--- src/rtl/mem_port_arbiter_if.sv ---
// Port-A bus between two requesters, the arbiter and the image memory.
// slave = arbiter side, master = requesters plus memory side.
interface mem_port_arbiter_if #(
   parameter int ADDR_W = 16,
   parameter int DATA_W = 64
);
   logic              req0, lock0, we0;
   logic [ADDR_W-1:0] addr0;
   logic [DATA_W-1:0] wdata0;
   logic              gnt0, rvalid0;
   logic [DATA_W-1:0] rdata0;

   logic              req1, lock1, we1;
   logic [ADDR_W-1:0] addr1;
   logic [DATA_W-1:0] wdata1;
   logic              gnt1, rvalid1;
   logic [DATA_W-1:0] rdata1;

   logic [ADDR_W-1:0] address;
   logic [DATA_W-1:0] inputData;
   logic              writeEnable;
   logic [DATA_W-1:0] out;

   modport slave (
      input  req0, lock0, we0, addr0, wdata0,
      output gnt0, rvalid0, rdata0,
      input  req1, lock1, we1, addr1, wdata1,
      output gnt1, rvalid1, rdata1,
      output address, inputData, writeEnable,
      input  out
   );

   modport master (
      output req0, lock0, we0, addr0, wdata0,
      input  gnt0, rvalid0, rdata0,
      output req1, lock1, we1, addr1, wdata1,
      input  gnt1, rvalid1, rdata1,
      input  address, inputData, writeEnable,
      output out
   );
endinterface

--- src/rtl/mem_port_arbiter.sv ---
// Two-requester arbiter for image-memory port A with locked bursts and read return routing.
// MEM_ARB_FIXED_PRIO_EN: requester 0 has fixed priority instead of round-robin.
module mem_port_arbiter #(
   parameter int ADDR_W       = 16,
   parameter int DATA_W       = 64,
   parameter int READ_LATENCY = 1
) (
   input logic              clk_FPGA,
   input logic              rst,
   mem_port_arbiter_if.slave bus
);

   typedef enum logic [1:0] {
      OWN_NONE = 2'd0,
      OWN_REQ0 = 2'd1,
      OWN_REQ1 = 2'd2
   } owner_e;

   owner_e owner_q, owner_d, owner_eff;
`ifndef MEM_ARB_FIXED_PRIO_EN
   logic last_q, last_d;
`endif

   logic gnt0, gnt1;
   logic [ADDR_W-1:0] addr_mux;
   logic [DATA_W-1:0] wdata_mux;
   logic              we_mux;

   logic [READ_LATENCY-1:0] vld_pipe_q;
   logic [READ_LATENCY-1:0] id_pipe_q;

   always_ff @(posedge clk_FPGA) begin
      if (rst) begin
         owner_q <= OWN_NONE;
`ifndef MEM_ARB_FIXED_PRIO_EN
         last_q  <= 1'b1;
`endif
      end else begin
         owner_q <= owner_d;
`ifndef MEM_ARB_FIXED_PRIO_EN
         last_q  <= last_d;
`endif
      end
   end

   always_comb begin
      gnt0      = 1'b0;
      gnt1      = 1'b0;
      owner_eff = owner_q;
`ifndef MEM_ARB_FIXED_PRIO_EN
      last_d    = last_q;
`endif
      // A lock holder that stops requesting releases the port in the same cycle.
      if ((owner_q == OWN_REQ0 && !bus.req0) || (owner_q == OWN_REQ1 && !bus.req1))
         owner_eff = OWN_NONE;
      owner_d = owner_eff;

      if (!rst) begin
         if (owner_eff == OWN_REQ0) begin
            gnt0 = 1'b1;
         end else if (owner_eff == OWN_REQ1) begin
            gnt1 = 1'b1;
         end else begin
`ifdef MEM_ARB_FIXED_PRIO_EN
            gnt0 = bus.req0;
            gnt1 = bus.req1 && !bus.req0;
`else
            if (bus.req0 && bus.req1) begin
               gnt0 = last_q;
               gnt1 = !last_q;
            end else begin
               gnt0 = bus.req0;
               gnt1 = bus.req1;
            end
`endif
         end
      end

      if (gnt0) begin
         owner_d = bus.lock0 ? OWN_REQ0 : OWN_NONE;
`ifndef MEM_ARB_FIXED_PRIO_EN
         last_d  = 1'b0;
`endif
      end else if (gnt1) begin
         owner_d = bus.lock1 ? OWN_REQ1 : OWN_NONE;
`ifndef MEM_ARB_FIXED_PRIO_EN
         last_d  = 1'b1;
`endif
      end
   end

   always_comb begin
      addr_mux  = '0;
      wdata_mux = '0;
      we_mux    = 1'b0;
      if (gnt0) begin
         addr_mux  = bus.addr0;
         wdata_mux = bus.wdata0;
         we_mux    = bus.we0;
      end else if (gnt1) begin
         addr_mux  = bus.addr1;
         wdata_mux = bus.wdata1;
         we_mux    = bus.we1;
      end
   end

   assign bus.gnt0        = gnt0;
   assign bus.gnt1        = gnt1;
   assign bus.address     = addr_mux;
   assign bus.inputData   = wdata_mux;
   assign bus.writeEnable = we_mux;

   // Each accepted access pushes {valid, id}; writes push an empty slot.
   always_ff @(posedge clk_FPGA) begin
      if (rst) begin
         vld_pipe_q <= '0;
         id_pipe_q  <= '0;
      end else begin
         vld_pipe_q[0] <= (gnt0 || gnt1) && !we_mux;
         id_pipe_q[0]  <= gnt1;
         for (int i = 1; i < READ_LATENCY; i++) begin
            vld_pipe_q[i] <= vld_pipe_q[i-1];
            id_pipe_q[i]  <= id_pipe_q[i-1];
         end
      end
   end

   // Gating with rst drops returns of reads that a reset is abandoning.
   assign bus.rvalid0 = !rst && vld_pipe_q[READ_LATENCY-1] && !id_pipe_q[READ_LATENCY-1];
   assign bus.rvalid1 = !rst && vld_pipe_q[READ_LATENCY-1] &&  id_pipe_q[READ_LATENCY-1];
   assign bus.rdata0  = bus.out;
   assign bus.rdata1  = bus.out;

   a_gnt_onehot : assert property (@(posedge clk_FPGA) !(gnt0 && gnt1));
   a_gnt0_req   : assert property (@(posedge clk_FPGA) gnt0 |-> bus.req0);
   a_gnt1_req   : assert property (@(posedge clk_FPGA) gnt1 |-> bus.req1);

endmodule

--- src/flat_wrapper.sv ---
// flat-port wrapper written by rule: the top's interface ports become plain ports
module mem_port_arbiter_flat 
#(
   parameter int ADDR_W       = 16,
   parameter int DATA_W       = 64,
   parameter int READ_LATENCY = 1
)
  (clk_FPGA, rst, bus_req0, bus_lock0, bus_we0, bus_addr0, bus_wdata0, bus_gnt0, bus_rvalid0, bus_rdata0, bus_req1, bus_lock1, bus_we1, bus_addr1, bus_wdata1, bus_gnt1, bus_rvalid1, bus_rdata1, bus_address, bus_inputData, bus_writeEnable, bus_out);
  mem_port_arbiter_if #(.ADDR_W(ADDR_W), .DATA_W(DATA_W)) bus_i ();
  input logic clk_FPGA;
  input logic rst;
  input wire logic [$bits(bus_i.req0)-1:0] bus_req0;
  input wire logic [$bits(bus_i.lock0)-1:0] bus_lock0;
  input wire logic [$bits(bus_i.we0)-1:0] bus_we0;
  input wire logic [$bits(bus_i.addr0)-1:0] bus_addr0;
  input wire logic [$bits(bus_i.wdata0)-1:0] bus_wdata0;
  output wire logic [$bits(bus_i.gnt0)-1:0] bus_gnt0;
  output wire logic [$bits(bus_i.rvalid0)-1:0] bus_rvalid0;
  output wire logic [$bits(bus_i.rdata0)-1:0] bus_rdata0;
  input wire logic [$bits(bus_i.req1)-1:0] bus_req1;
  input wire logic [$bits(bus_i.lock1)-1:0] bus_lock1;
  input wire logic [$bits(bus_i.we1)-1:0] bus_we1;
  input wire logic [$bits(bus_i.addr1)-1:0] bus_addr1;
  input wire logic [$bits(bus_i.wdata1)-1:0] bus_wdata1;
  output wire logic [$bits(bus_i.gnt1)-1:0] bus_gnt1;
  output wire logic [$bits(bus_i.rvalid1)-1:0] bus_rvalid1;
  output wire logic [$bits(bus_i.rdata1)-1:0] bus_rdata1;
  output wire logic [$bits(bus_i.address)-1:0] bus_address;
  output wire logic [$bits(bus_i.inputData)-1:0] bus_inputData;
  output wire logic [$bits(bus_i.writeEnable)-1:0] bus_writeEnable;
  input wire logic [$bits(bus_i.out)-1:0] bus_out;
  assign bus_i.req0 = bus_req0;
  assign bus_i.lock0 = bus_lock0;
  assign bus_i.we0 = bus_we0;
  assign bus_i.addr0 = bus_addr0;
  assign bus_i.wdata0 = bus_wdata0;
  assign bus_gnt0 = bus_i.gnt0;
  assign bus_rvalid0 = bus_i.rvalid0;
  assign bus_rdata0 = bus_i.rdata0;
  assign bus_i.req1 = bus_req1;
  assign bus_i.lock1 = bus_lock1;
  assign bus_i.we1 = bus_we1;
  assign bus_i.addr1 = bus_addr1;
  assign bus_i.wdata1 = bus_wdata1;
  assign bus_gnt1 = bus_i.gnt1;
  assign bus_rvalid1 = bus_i.rvalid1;
  assign bus_rdata1 = bus_i.rdata1;
  assign bus_address = bus_i.address;
  assign bus_inputData = bus_i.inputData;
  assign bus_writeEnable = bus_i.writeEnable;
  assign bus_i.out = bus_out;
  mem_port_arbiter #(.ADDR_W(ADDR_W), .DATA_W(DATA_W), .READ_LATENCY(READ_LATENCY)) u_core (.clk_FPGA(clk_FPGA), .rst(rst), .bus(bus_i));
endmodule
--- config.mk ---
export PLATFORM = sky130hd
export DESIGN_NAME = mem_port_arbiter_flat
export DESIGN_NICKNAME = d
export VERILOG_FILES = /design/src/rtl/mem_port_arbiter_if.sv /design/src/rtl/mem_port_arbiter.sv /design/src/flat_wrapper.sv
export SDC_FILE = /design/constraint.sdc
export NUM_CORES = 1
export LEC_CHECK = 0
export BUFFER_PORTS_ARGS = -buffer_cell sky130_fd_sc_hd__buf_2
export CAP_MARGIN = 30
export CORE_AREA = 2 2 174 176
export DETAILED_ROUTE_END_ITERATION = 6
export DIE_AREA = 0 0 176 178
export SLEW_MARGIN = 20
export SYNTH_ARGS = -nofsm -noshare
export SYNTH_HDL_FRONTEND = slang
export SYNTH_SLANG_ARGS = --single-unit
--- constraint.sdc ---
create_clock -name clk_FPGA -period 1.5 [get_ports clk_FPGA]
set_input_delay 0.075 -clock clk_FPGA [delete_from_list [all_inputs] [get_ports clk_FPGA]]
set_output_delay 0.075 -clock clk_FPGA [all_outputs]
set_load 0.01 [all_outputs]
[After elaboration in Yosys (flattened, before gate mapping)]
Index checks and enable logic that the tools add are counted.
Word-level totals
  flip-flop bits (word level): 5
  word-level logic and storage cells: 45
Cells by class
  equal/unequal tests: 4
  muxes and demuxes: 21
  reduce and logical (&&, ||, !) cells: 16
Operator list (count)
  $mux 64: 2
  $mux 16: 2
  $mux 1: 13
  $mux 2: 4
  $logic_and 1x1->1: 7
  $logic_not 1->1: 6
  $eq 2x1->1 const B: 2
  $eq 2x2->1 const B: 2
  $logic_or 1x1->1: 2
  $reduce_bool 2->1: 1

[Longest topological paths before layout]
  word-level depth: 12
  mapped depth: 5

[Least setup slack after synthesis]
No wires, ideal clock.
  path kind: register to output
  start point: register u_core.owner_q[1]
  end point: output port bus_address[10]
  arrival: 1.273 ns
  required time: 1.425 ns
  path slack: 0.152 ns
  cell stages (with the launch flop): 6
  path through: dfxtp_1 nor2b_2 a221oi_2 buf_4 buf_6 a22o_1
On the way
  word-level cells in the longest chain between the ends: 10
RTL lines
  start, declared: RTL line mem_port_arbiter.sv:19  | owner_e owner_q, owner_d, owner_eff;
  start signal, assigned: RTL line mem_port_arbiter.sv:39  | owner_q <= owner_d;
  $eq 2x1->1 or $eq 2x2->1 (tied branches): RTL line mem_port_arbiter.sv:54  | if ((owner_q == OWN_REQ0 && !bus.req0) || (owner_q == OWN_REQ1 && !bus.req1))
  $logic_and 1x1->1: RTL line mem_port_arbiter.sv:54
  $logic_or 1x1->1: RTL line mem_port_arbiter.sv:54
  $mux 2 (*): RTL line mem_port_arbiter.sv:54
  $eq 2x2->1: RTL line mem_port_arbiter.sv:61  | end else if (owner_eff == OWN_REQ1) begin
  $mux 1: RTL line mem_port_arbiter.sv:61
  $mux 1: RTL line mem_port_arbiter.sv:59  | if (owner_eff == OWN_REQ0) begin
  $mux 1: RTL line mem_port_arbiter.sv:58  | if (!rst) begin
  $mux 16: RTL line mem_port_arbiter.sv:100  | end else if (gnt1) begin
  $mux 16 (*): RTL line mem_port_arbiter.sv:96  | if (gnt0) begin
  end, declared: RTL line flat_wrapper.sv:28  | output wire logic [$bits(bus_i.address)-1:0] bus_address;
Mark *: on every way between the ends. The rest lies on a longest branch, timed or not.

[Final worst setup path]
  start point: register u_core.owner_q[0]
  end point: output port bus_inputData[15]
On the way
  word-level cells in the longest chain between the ends: 10
RTL lines
  $eq 2x1->1 or $eq 2x2->1 (tied branches): RTL line mem_port_arbiter.sv:54
  $logic_and 1x1->1: RTL line mem_port_arbiter.sv:54
  $logic_or 1x1->1: RTL line mem_port_arbiter.sv:54
  $mux 2 (*): RTL line mem_port_arbiter.sv:54
  $eq 2x2->1: RTL line mem_port_arbiter.sv:61
  $mux 1: RTL line mem_port_arbiter.sv:61
  $mux 1: RTL line mem_port_arbiter.sv:59
  $mux 1: RTL line mem_port_arbiter.sv:58
  $mux 64: RTL line mem_port_arbiter.sv:100
  $mux 64 (*): RTL line mem_port_arbiter.sv:96
  end, declared: RTL line flat_wrapper.sv:29  | output wire logic [$bits(bus_i.inputData)-1:0] bus_inputData;
Marks and branches as above.

==> summary.txt <==
Total Routing Usage GR: 0.0572
M2 GR Usage: 0.0861
HP Class: in2reg
Mapped Cells: 256
Worst endpoint required time: 1.42 ns
Commonest non-fill, non-tap cell in the layout: buf_2
Clock Root Buffer: clkbuf_16
# DRC: 0
Core box area: 29400 um^2
Overflow after GRT: 0
CTS tree: built
Top Usage Layer GRT: met2
Failing checks: setup timing
Tightest Pin Transition: 0.262 ns
CTS Hold Bufs: 0
DP HPWL: 7.92 mm
# rows: 63
Routed WL: 10.8 mm
Rel. slew slack: 0.825
Crit path cell chain: buf_6 -> nand3b_1 -> o2111a_4 -> buf_12 -> a22o_1 -> buf_2
Worst Skew: 0.00104 ns
Average size of a mapped cell: 8.22 um^2
Status: complete, but fails checks
Post-synth cell types: 21
Worst path max stage delay: 0.35 ns
Seq/Total Area, Yosys: 0.0476
Max_cap viols: 0
Worst-Skew Late Latency: 0.23 ns
Design Power: 0.00151 W
Unrepaired setup endpoints after global routing: yes
Lkg Pwr: 1.70 nW
Clock sink total: 5
Hold Fails Final Rpt: 0
H-tree depth: 1
Gpl congestion: 0.744
Port bufs: 252
Via/cell ratio: 3.05
Die area: 31300 um^2
TritonRoute pass-1 iters: 4
CP startpoint kind: flip-flop
Layout cell share with drive strength beyond 1: 0.732
CP top delay family: compound AO/OA/AOI/OAI gates
DR WL/cell: 14.1 um
Setup_tns: -18.86 ns
WP data arrival: 1.71 ns
Most frequent cells in the layout: buf_2 (241), a22o_1 (79), buf_6 (10), buf_12 (6), clkbuf_16 (5)
R2R setup slack: 0.03 ns
Post-layout minimum cycle time: 1.78 ns
Max FO, Critical Path: 46
Synth-to-Final Area Change: 52.0%
Worst-path clk slew: 0.03 ns
Post-synthesis instance area: 2100 um^2
Final Max Slew Viols: 0
Slowest cell on crit path: dfxtp_4
Initial Util: 0.0716
Final setup vio count: 83
Critical Path Sink Type: output pin
Fmax: 0.561 GHz
Ys Warns: 0
# diodes: 0
Layout net count: 613
GR Util met1: 0.0707
Detailed-route via count: 2346
Grt met3 use: 0.0164
Net count after synthesis: 488
CP Buf/Inv Count: 3
Vias in the first global route: 2097
Synth Register Bits: 5
Largest net degree at the start of global routing: 47
Initial antenna violation count: 0
Longest Clk Path Bufs: 2
Chip Height: 178 um
Final Worst Setup Slack: -0.283 ns
Drt first-iter violations: 92
Final worst path period share: 1.19
Die width: 176 um
IO Count: 445
Critical path type: reg2out
First-pass GRT wire length: 13.2 mm
Peak supply drop: 262 uV
Power density cells: 471 nW/um^2
CTS Buf Count: 3
Antenna Nets Post-Route: 0
sequential cells by signal, summed over array words and instances, names as in the netlist:
signal             count
u_core.owner_q         2
u_core.id_pipe_q       1
u_core.last_q          1
u_core.vld_pipe_q      1
worst register-to-register path, cell delays in order (launching register included):
cell and delay (ns):
dfxtp_2 0.32, nor2b_4 0.14, a221oi_4 0.31, buf_12 0.22, buf_12 0.18, buf_4 0.14
o2bb2ai_1 0.09
synthesized netlist by cell type:
cell | instances | share of area
nand2b_1 | 2 | 0.0059
buf_4 | 130 | 0.46
nand3b_1 | 1 | 0.0036
o2111a_1 | 2 | 0.011
a21oi_1 | 1 | 0.0024
a221oi_2 | 1 | 0.0071
nor2b_2 | 1 | 0.0042
a22o_1 | 82 | 0.34
o21ai_0 | 2 | 0.0048
and3_1 | 1 | 0.0030
nor2_1 | 1 | 0.0018
nand2_1 | 2 | 0.0036
dfxtp_1 | 5 | 0.048
buf_2 | 3 | 0.0071
a211oi_1 | 1 | 0.0036
buf_6 | 13 | 0.070
o2bb2ai_1 | 1 | 0.0042
inv_1 | 4 | 0.0071
nor3b_1 | 1 | 0.0036
nor2b_1 | 1 | 0.0030
nand3_1 | 1 | 0.0024
path summary, 6_finish.rpt:
| path | cells past startpoint | startpoint | endpoint |
|---|---|---|---|
| worst max register to register | 6 | u_core.owner_q[1] | u_core.owner_q[0] |
| worst max-delay path | 6 | u_core.owner_q[0] | bus_inputData[15] |
| worst min-delay path | 2 | bus_lock0 | u_core.owner_q[0] |
| worst min register to register | 2 | u_core.owner_q[1] | u_core.owner_q[0] |
kinds of logic (layout without fill, tap and decap cells):
logic type,after synthesis,in the layout,synth area share
buffers and inverters,150,274,0.548
and+or+nand+nor,11,11,0.0309
DFF,5,5,0.0476
AOI/OAI and AO/OA,90,90,0.374
through the flow:
stage / instance area, um^2 / worst slack, ns / instances / hold WS, ns / util
floorplan: 2100 / 0.152 / 256 / 0.153 / -
finish: 3200 / -0.283 / 770 / 0.0520 / 0.109
global placement: 2830 / -0.178 / 758 / 0.150 / 0.0963
detailed placement: 2830 / -0.192 / 758 / 0.150 / 0.0963
global route: 3200 / -0.336 / 770 / 0.0567 / 0.109
CTS: 3220 / -0.294 / 771 / 0.0527 / 0.109
area by class of cell:
class / instances / area, um^2
clock buffer: 4 / 78.8
fill: 3378 / 26200
sequential: 5 / 105
tap: 390 / 488
inverter: 4 / 15.0
timing repair buffer: 266 / 1600
multi-input combinational: 101 / 911
where the power goes:
part           internal (W)  switching [W]  leakage [nW]
combinational      0.000502       0.000422          1.62
sequential         0.000142     0.00000665        0.0424
clock              0.000352      0.0000821        0.0382
what timing repair did:
action,in CTS,in global routing
pin swaps,3,6
setup endpoints to repair,83,85
gates resized for setup,28,3
gates cloned,4,2
setup buffers,5,0
endpoints found under the hold margin,0,0
layer usage:
metal / part of all wire / wire length [um]
met2: 0.45 / 4830
met4: 0.059 / 634
met5: 0 / 0
met1: 0.39 / 4230
met3: 0.10 / 1140
Power figures use the tool's default switching activity.
